==> src/rtl/fb_scanout_ctl_if.sv <==
// fb_scanout_ctl_if
//   Groups the register bus and the scanout-side signals of fb_scanout_ctl.
//   Register side : i_wr, i_wreg, i_wdata (write), i_rreg -> o_rdata (read).
//   Video side    : i_vsync, i_dma_busy in; o_start, o_baseaddr,
//                   o_burst_count, o_fifo_reset, o_pattern, o_irq out.
//   slave  : the controller's view.
//   master : the view of whoever drives the bus and video inputs.
interface fb_scanout_ctl_if;
  logic        i_wr;
  logic [3:0]  i_wreg;
  logic [31:0] i_wdata;
  logic [3:0]  i_rreg;
  logic [31:0] o_rdata;
  logic        i_vsync;
  logic        i_dma_busy;
  logic        o_start;
  logic [31:0] o_baseaddr;
  logic [19:0] o_burst_count;
  logic        o_fifo_reset;
  logic [23:0] o_pattern;
  logic        o_irq;

  modport slave (
    input  i_wr, i_wreg, i_wdata, i_rreg, i_vsync, i_dma_busy,
    output o_rdata, o_start, o_baseaddr, o_burst_count, o_fifo_reset,
           o_pattern, o_irq
  );

  modport master (
    output i_wr, i_wreg, i_wdata, i_rreg, i_vsync, i_dma_busy,
    input  o_rdata, o_start, o_baseaddr, o_burst_count, o_fifo_reset,
           o_pattern, o_irq
  );
endinterface

==> src/rtl/fb_scanout_ctl.sv <==
// fb_scanout_ctl
//   Register-programmable framebuffer scanout controller. Selects one of NBUF
//   framebuffers (page flips take effect on a vsync rising edge), derives the
//   DMA burst count from the programmed geometry, flushes the pixel FIFO at the
//   start of each frame, starts the DMA, flags frame-done / overrun and raises
//   a level interrupt.
//   Ports: clk, reset (async, active-high), bus (fb_scanout_ctl_if.slave).
//   Optional build macro SCANOUT_STATS_EN adds saturating frame / overrun
//   counters readable at register 10; without it register 10 reads zero.
module fb_scanout_ctl #(
  parameter int NBUF         = 2,
  parameter int BURST_BYTES  = 64,
  parameter int FLUSH_CYCLES = 4
) (
  input  logic              clk,
  input  logic              reset,
  fb_scanout_ctl_if.slave   bus
);
  localparam int          BURST_SH = $clog2(BURST_BYTES);
  localparam logic [2:0]  NBUF_W   = 3'(NBUF);
  localparam logic [3:0]  FLUSH_LD = 4'(FLUSH_CYCLES - 1);

  typedef enum logic [2:0] {S_IDLE, S_WAIT, S_FLUSH, S_START, S_RUN} state_t;

  state_t      state_q, state_d;
  logic        enable_q, enable_d, irq_en_q, irq_en_d;
  logic [23:0] pattern_q, pattern_d;
  logic [11:0] width_q, width_d, height_q, height_d;
  logic [31:0] base_q [4];
  logic [31:0] base_d [4];
  logic [1:0]  req_q, req_d, active_q, active_d;
  logic        pending_q, pending_d, overrun_q, overrun_d, done_q, done_d;
  logic        vsync_q, fifo_reset_q, fifo_reset_d, start_q, start_d;
  logic        run_first_q, run_first_d;
  logic [3:0]  flush_cnt_q, flush_cnt_d;
  logic [19:0] burst_q, burst_d;
  logic [25:0] frame_bytes, frame_rounded;
  logic        vs_edge, set_done, set_ovr;
  logic [31:0] stats_rdata;

  // Geometry product fits 26 bits even at 4095x4095x4 plus rounding.
  assign frame_bytes   = ({14'd0, width_q} * {14'd0, height_q}) << 2;
  assign frame_rounded = frame_bytes + 26'(BURST_BYTES - 1);
  assign burst_d       = 20'(frame_rounded >> BURST_SH);
  assign vs_edge       = bus.i_vsync & ~vsync_q;

`ifdef SCANOUT_STATS_EN
  logic [15:0] frame_cnt_q, frame_cnt_d, ovr_cnt_q, ovr_cnt_d;
  always_comb begin
    frame_cnt_d = frame_cnt_q;
    ovr_cnt_d   = ovr_cnt_q;
    if (bus.i_wr && bus.i_wreg == 4'd10) begin
      frame_cnt_d = 16'd0;
      ovr_cnt_d   = 16'd0;
    end
    if (set_done && frame_cnt_d != 16'hFFFF) frame_cnt_d = frame_cnt_d + 16'd1;
    if (set_ovr && ovr_cnt_d != 16'hFFFF)     ovr_cnt_d   = ovr_cnt_d + 16'd1;
  end
  always_ff @(posedge clk or posedge reset) begin
    if (reset) begin
      frame_cnt_q <= 16'd0;
      ovr_cnt_q   <= 16'd0;
    end else begin
      frame_cnt_q <= frame_cnt_d;
      ovr_cnt_q   <= ovr_cnt_d;
    end
  end
  assign stats_rdata = {ovr_cnt_q, frame_cnt_q};
`else
  assign stats_rdata = 32'h0;
`endif

  always_comb begin
    state_d      = state_q;
    enable_d     = enable_q;
    irq_en_d     = irq_en_q;
    pattern_d    = pattern_q;
    width_d      = width_q;
    height_d     = height_q;
    base_d       = base_q;
    req_d        = req_q;
    active_d     = active_q;
    pending_d    = pending_q;
    overrun_d    = overrun_q;
    done_d       = done_q;
    fifo_reset_d = fifo_reset_q;
    flush_cnt_d  = flush_cnt_q;
    run_first_d  = run_first_q;
    start_d      = 1'b0;
    set_done     = 1'b0;
    set_ovr      = 1'b0;

    if (bus.i_wr) begin
      case (bus.i_wreg)
        4'd0: begin
          enable_d = bus.i_wdata[0];
          irq_en_d = bus.i_wdata[1];
        end
        4'd2: pattern_d = bus.i_wdata[23:0];
        4'd3: begin
          width_d  = bus.i_wdata[11:0];
          height_d = bus.i_wdata[27:16];
        end
        default: ;
      endcase
      for (int n = 0; n < 4; n++)
        if (n < NBUF && bus.i_wreg == 4'(4 + n)) base_d[n] = bus.i_wdata;
    end

    // A forced flush in IDLE/WAIT counts down without changing state.
    if ((state_q == S_IDLE || state_q == S_WAIT) && fifo_reset_q) begin
      if (flush_cnt_q == 4'd0) fifo_reset_d = 1'b0;
      else                     flush_cnt_d  = flush_cnt_q - 4'd1;
    end
    if (bus.i_wr && bus.i_wreg == 4'd0 && bus.i_wdata[2] &&
        (state_q == S_IDLE || state_q == S_WAIT)) begin
      fifo_reset_d = 1'b1;
      flush_cnt_d  = FLUSH_LD;
    end

    if (!enable_q && state_q != S_IDLE) begin
      state_d = S_IDLE;
      if (state_q != S_WAIT) fifo_reset_d = 1'b0;
    end else begin
      case (state_q)
        S_IDLE: if (enable_q) state_d = S_WAIT;
        S_WAIT: if (vs_edge) begin
          if (pending_q) begin
            active_d  = req_q;
            pending_d = 1'b0;
          end
          fifo_reset_d = 1'b1;
          flush_cnt_d  = FLUSH_LD;
          state_d      = S_FLUSH;
        end
        S_FLUSH: begin
          set_ovr = vs_edge;
          if (flush_cnt_q == 4'd0) begin
            fifo_reset_d = 1'b0;
            start_d      = 1'b1;
            state_d      = S_START;
          end else begin
            flush_cnt_d = flush_cnt_q - 4'd1;
          end
        end
        S_START: begin
          run_first_d = 1'b1;
          state_d     = S_RUN;
        end
        S_RUN: begin
          set_ovr     = vs_edge;
          run_first_d = 1'b0;
          // Busy is not trusted on the first RUN cycle: the DMA may not
          // have seen the start pulse yet.
          if (!run_first_q && !bus.i_dma_busy) begin
            set_done = 1'b1;
            state_d  = S_WAIT;
          end
        end
        default: state_d = S_IDLE;
      endcase
    end

    // Evaluated after the vsync flip so a same-cycle FLIP waits a frame.
    if (bus.i_wr && bus.i_wreg == 4'd8 && {1'b0, bus.i_wdata[1:0]} < NBUF_W) begin
      req_d     = bus.i_wdata[1:0];
      pending_d = 1'b1;
    end

    // Clear first so a coincident set wins.
    if (bus.i_wr && bus.i_wreg == 4'd9) begin
      if (bus.i_wdata[3]) overrun_d = 1'b0;
      if (bus.i_wdata[4]) done_d    = 1'b0;
    end
    if (set_ovr)  overrun_d = 1'b1;
    if (set_done) done_d    = 1'b1;
  end

  always_ff @(posedge clk or posedge reset) begin
    if (reset) begin
      state_q      <= S_IDLE;
      enable_q     <= 1'b0;
      irq_en_q     <= 1'b0;
      pattern_q    <= 24'd0;
      width_q      <= 12'd0;
      height_q     <= 12'd0;
      for (int n = 0; n < 4; n++) base_q[n] <= 32'd0;
      req_q        <= 2'd0;
      active_q     <= 2'd0;
      pending_q    <= 1'b0;
      overrun_q    <= 1'b0;
      done_q       <= 1'b0;
      vsync_q      <= 1'b0;
      fifo_reset_q <= 1'b0;
      flush_cnt_q  <= 4'd0;
      run_first_q  <= 1'b0;
      start_q      <= 1'b0;
      burst_q      <= 20'd0;
    end else begin
      state_q      <= state_d;
      enable_q     <= enable_d;
      irq_en_q     <= irq_en_d;
      pattern_q    <= pattern_d;
      width_q      <= width_d;
      height_q     <= height_d;
      base_q       <= base_d;
      req_q        <= req_d;
      active_q     <= active_d;
      pending_q    <= pending_d;
      overrun_q    <= overrun_d;
      done_q       <= done_d;
      vsync_q      <= bus.i_vsync;
      fifo_reset_q <= fifo_reset_d;
      flush_cnt_q  <= flush_cnt_d;
      run_first_q  <= run_first_d;
      start_q      <= start_d;
      burst_q      <= burst_d;
    end
  end

  always_comb begin
    bus.o_rdata = 32'h0;
    case (bus.i_rreg)
      4'd0:  bus.o_rdata = {30'd0, irq_en_q, enable_q};
      4'd1:  bus.o_rdata = {26'd0, enable_q, done_q, overrun_q, pending_q, active_q};
      4'd2:  bus.o_rdata = {8'd0, pattern_q};
      4'd3:  bus.o_rdata = {4'd0, height_q, 4'd0, width_q};
      4'd8:  bus.o_rdata = {30'd0, req_q};
      4'd10: bus.o_rdata = stats_rdata;
      default: ;
    endcase
    for (int n = 0; n < 4; n++)
      if (n < NBUF && bus.i_rreg == 4'(4 + n)) bus.o_rdata = base_q[n];
  end

  assign bus.o_start       = start_q;
  assign bus.o_baseaddr    = base_q[active_q];
  assign bus.o_burst_count = burst_q;
  assign bus.o_fifo_reset  = fifo_reset_q;
  assign bus.o_pattern     = pattern_q;
  assign bus.o_irq         = irq_en_q & (done_q | overrun_q);
endmodule

==> src/flat_wrapper.sv <==
// flat-port wrapper written by rule: the top's interface ports become plain ports
module fb_scanout_ctl_flat 
#(
  parameter int NBUF         = 2,
  parameter int BURST_BYTES  = 64,
  parameter int FLUSH_CYCLES = 4
)
  (clk, reset, bus_i_wr, bus_i_wreg, bus_i_wdata, bus_i_rreg, bus_i_vsync, bus_i_dma_busy, bus_o_rdata, bus_o_start, bus_o_baseaddr, bus_o_burst_count, bus_o_fifo_reset, bus_o_pattern, bus_o_irq);
  fb_scanout_ctl_if bus_i ();
  input  logic clk;
  input  logic reset;
  input wire logic [$bits(bus_i.i_wr)-1:0] bus_i_wr;
  input wire logic [$bits(bus_i.i_wreg)-1:0] bus_i_wreg;
  input wire logic [$bits(bus_i.i_wdata)-1:0] bus_i_wdata;
  input wire logic [$bits(bus_i.i_rreg)-1:0] bus_i_rreg;
  input wire logic [$bits(bus_i.i_vsync)-1:0] bus_i_vsync;
  input wire logic [$bits(bus_i.i_dma_busy)-1:0] bus_i_dma_busy;
  output wire logic [$bits(bus_i.o_rdata)-1:0] bus_o_rdata;
  output wire logic [$bits(bus_i.o_start)-1:0] bus_o_start;
  output wire logic [$bits(bus_i.o_baseaddr)-1:0] bus_o_baseaddr;
  output wire logic [$bits(bus_i.o_burst_count)-1:0] bus_o_burst_count;
  output wire logic [$bits(bus_i.o_fifo_reset)-1:0] bus_o_fifo_reset;
  output wire logic [$bits(bus_i.o_pattern)-1:0] bus_o_pattern;
  output wire logic [$bits(bus_i.o_irq)-1:0] bus_o_irq;
  assign bus_i.i_wr = bus_i_wr;
  assign bus_i.i_wreg = bus_i_wreg;
  assign bus_i.i_wdata = bus_i_wdata;
  assign bus_i.i_rreg = bus_i_rreg;
  assign bus_i.i_vsync = bus_i_vsync;
  assign bus_i.i_dma_busy = bus_i_dma_busy;
  assign bus_o_rdata = bus_i.o_rdata;
  assign bus_o_start = bus_i.o_start;
  assign bus_o_baseaddr = bus_i.o_baseaddr;
  assign bus_o_burst_count = bus_i.o_burst_count;
  assign bus_o_fifo_reset = bus_i.o_fifo_reset;
  assign bus_o_pattern = bus_i.o_pattern;
  assign bus_o_irq = bus_i.o_irq;
  fb_scanout_ctl #(.NBUF(NBUF), .BURST_BYTES(BURST_BYTES), .FLUSH_CYCLES(FLUSH_CYCLES)) u_core (.clk(clk), .reset(reset), .bus(bus_i));
endmodule
==> config.mk <==
export PLATFORM = sky130hd
export DESIGN_NAME = fb_scanout_ctl_flat
export DESIGN_NICKNAME = d
export VERILOG_FILES = /design/src/rtl/fb_scanout_ctl_if.sv /design/src/rtl/fb_scanout_ctl.sv /design/src/flat_wrapper.sv
export SDC_FILE = /design/constraint.sdc
export NUM_CORES = 1
export LEC_CHECK = 0
export ABC_AREA = 0
export CORE_ASPECT_RATIO = 0.8
export CORE_MARGIN = 3
export CORE_UTILIZATION = 45
export CTS_BUF_LIST = sky130_fd_sc_hd__clkbuf_16
export DETAILED_ROUTE_END_ITERATION = 6
export GPL_TIMING_DRIVEN = 0
export PLACE_DENSITY = 0.67
export SLEW_MARGIN = 20
export SYNTH_ARGS = -nofsm -noshare
export SYNTH_HDL_FRONTEND = slang
export SYNTH_SLANG_ARGS = --single-unit
==> constraint.sdc <==
create_clock -name clk -period 12.2 [get_ports clk]
set_clock_uncertainty 0.2 [all_clocks]
set_input_delay 3.66 -clock clk [delete_from_list [all_inputs] [get_ports clk]]
set_output_delay 3.66 -clock clk [all_outputs]
set_load 0.01 [all_outputs]
==> flow_metrics.py <==
metrics = {
    "routing": {
        "avgViaCountPerCell": 5.51,
        "ant_nets": 0,
        "drt-wirelength-per-cell_um": 18.4,
        "drc_errors": 0,
        "finalWirelength_um": 32000,
        "drt_iter0_drc": 864,
        "num_vias": 9586,
        "firstDrtPassIters": 5,
    },
    "timing": {
        "period_minus_slack_ps": 10910,
        "finalHoldViolCount": 0,
        "holdWs_ps": 323,
        "setup_violations": 0,
        "fin_tns_setup_ps": 0,
        "slew_viol_final": 0,
        "post-route-period-util_pct": 89.4,
        "relSlewSlack_pct": 33.3,
        "rsz0062_at_grt": "no",
        "tightest_slew_ps": 986,
        "timing.fmax_ghz": 0.0917,
    },
    "floorplan": {
        "dieHeight_um": 152,
        "die_area_mm2": 0.0288,
        "coreArea_mm2": 0.0258,
        "start_util_pct": 46.6,
        "fp.dieW_um": 189,
        "row_count": 52,
        "ios": 156,
    },
    "clock_tree": {
        "clock_tree.root_cell": "clkbuf_16",
        "cts.sinks": 152,
        "clk_path_buf_depth": 2,
        "cts_max_level": 4,
        "clk_latency_ps": 440,
        "cts-resized-gates": 0,
        "path_clk_slew_ps": 70,
        "post_cts.repair.setup_buffers": 0,
        "cts_buffers": 17,
        "cts_tree": "built",
        "postCtsHoldBufs": 0,
    },
    "layout": {
        "layout-drive-gt1-share_pct": 11.4,
        "nets": 1585,
        "area_delta_synth_final_pct": 21.4,
        "nFillCells": 2312,
    },
    "global_routing": {
        "grt_start_max_net_pins": 102,
        "grt_overflow": 0,
        "grt_pass1_wl_um": 51900,
        "grt_pass1_vias": 9435,
        "grt.total_usage_pct": 22.6,
        "antenna_found_initial": 1,
    },
    "placed_design": {
        "port_buffers": 155,
        "dp_hpwl_um": 24600,
        "gp_congestion": 0.874,
    },
    "synthesis": {
        "synthesis.nets": 1410,
        "yosys_warnings": 0,
        "synth_top_area_share_pct": 31.6,
        "synth_cells": 1202,
        "synth_most_common_cell": "dfrtp_1",
        "synth_area_mm2": 0.0120,
        "ys_seq_area_share_pct": 31.6,
        "async_reset_ff_share_pct": 100,
        "synth.area.top_cells": "dfrtp_1, fa_1, mux2_2",
        "synth.distinct_cells": 61,
        "synth-edff-count": 0,
        "synth-seq-cells": 152,
        "synthTopCellsByCount": "dfrtp_1, inv_1, mux2_2",
        "yosysTopAreaCell": "dfrtp_1",
        "ys.flop_type": "dfrtp_1",
        "syn_avg_cell_area_um2": 10.0,
    },
    "critical_path": {
        "required_ps": 8340,
        "critPathMaxFanout": 10,
        "startpoint_type": "primary input",
        "endpoint_kind": "primary output",
        "cp.arrival_ps": 7050,
        "path_class": "in2out",
    },
    "run": {
        "cap_violations": 0,
    },
    "hold_path": {
        "min_path_type": "reg2reg",
    },
    "run_status": {
        "status": "complete, no violations",
    },
}
[worst paths after layout]
check / start / endpoint / slack [ps] / cells past startpoint
max: bus_i_rreg[0] / bus_o_rdata[2] / 1290 / 7
min: u_core.flush_cnt_q[3] / u_core.flush_cnt_q[3] / 320 / 1
max reg2reg: u_core.height_q[4] / u_core.bus.o_burst_count[19] / 5480 / 20
min reg2reg: u_core.flush_cnt_q[3] / u_core.flush_cnt_q[3] / 320 / 1
max in group asynchronous: reset / u_core.base_q[77] / 7530 / 3
min in group asynchronous: reset / u_core.bus.o_pattern[7] / 3440 / 2
[through the flow]
stage	utilization [%]	std cells	setup WS, ps	instance area, um2
2_1_floorplan	-	1202	3510	12000
3_3_place_gp	54.3	1708	1400	14000
3_5_place_dp	54.5	1709	1420	14100
4_1_cts	56.6	1740	1380	14600
5_1_grt	56.6	1741	1140	14600
6_report	56.6	1741	1290	14600
[cells in the final DEF, fill, tap and decap left out, types with 4 or more instances in the layout]
master / n
nand3_1: 12
nor3b_1: 4
o21a_1: 5
nor2b_1: 12
ha_1: 63
nor2_1: 85
and2_1: 63
clkdlybuf4s50_1: 155
a211o_1: 4
a222oi_1: 22
nand2_1: 115
nand4_1: 5
a211oi_1: 4
nor3_1: 11
xor2_1: 11
inv_1: 145
a21oi_1: 38
a22oi_1: 13
a22o_1: 4
xnor2_1: 23
a31oi_1: 9
o211ai_1: 5
o21ai_0: 19
mux2_2: 117
clkbuf_16: 17
clkinv_4: 4
or3_1: 4
mux2i_1: 32
dfrtp_1: 152
nand2b_1: 13
clkbuf_1: 60
a21o_1: 5
fa_1: 100
[logic make-up after synthesis]
kind of cell,after synthesis,share of synthesized area (%)
and+or+nand+nor,344,13.8
buffers and inverters,211,6.59
adders and majority gates,163,23.2
DFF,152,31.6
AOI/OAI and AO/OA,149,8.75
muxes,149,13.6
xor gates and xnor gates,34,2.47
[state kept, by name, indices dropped and copies added (netlist names), 2 cells and up]
name and cells:
u_core.base_q 64, u_core.bus.o_pattern 24, u_core.bus.o_burst_count 20, u_core.height_q 12, u_core.width_q 12, u_core.flush_cnt_q 4
u_core.state_q 3, u_core.active_q 2, u_core.req_q 2
[critical path, stage by stage]
cell,delay [ps]
clkdlybuf4s50_1,600
and2_1,200
nor3b_1,810
clkbuf_1,590
a22oi_1,200
a31oi_1,370
clkdlybuf4s50_1,610
[area by class of cell]
type | instances | area, um2 | share of cell area [%]
Multi-Input combinational cell | 839 | 7450 | 50.9
Timing Repair Buffer | 156 | 1580 | 10.8
Clock buffer | 17 | 425 | 2.91
Clock inverter | 14 | 125 | 0.856
Sequential cell | 152 | 3800 | 26.0
Tap cell | 351 | 439 | 3.00
Inverter | 147 | 559 | 3.82
Antenna cell | 1 | 2.50 | 0.0171
Buffer | 64 | 241 | 1.65
[metal layers]
metal / wire length [um] / share of wire [%] / track usage, % / vias to the layer above
li1: - / - / - / 4366
met1: 15100 / 47 / 34.6 / 4851
met2: 14200 / 45 / 33.1 / 345
met3: 2310 / 7.2 / 4.81 / 24
met4: 342 / 1.1 / 4.68 / 0
met5: 0 / 0 / 0 / -
Power is not shown: default switching activity piles up to over one toggle a cycle in this logic, so the estimate is an artifact.
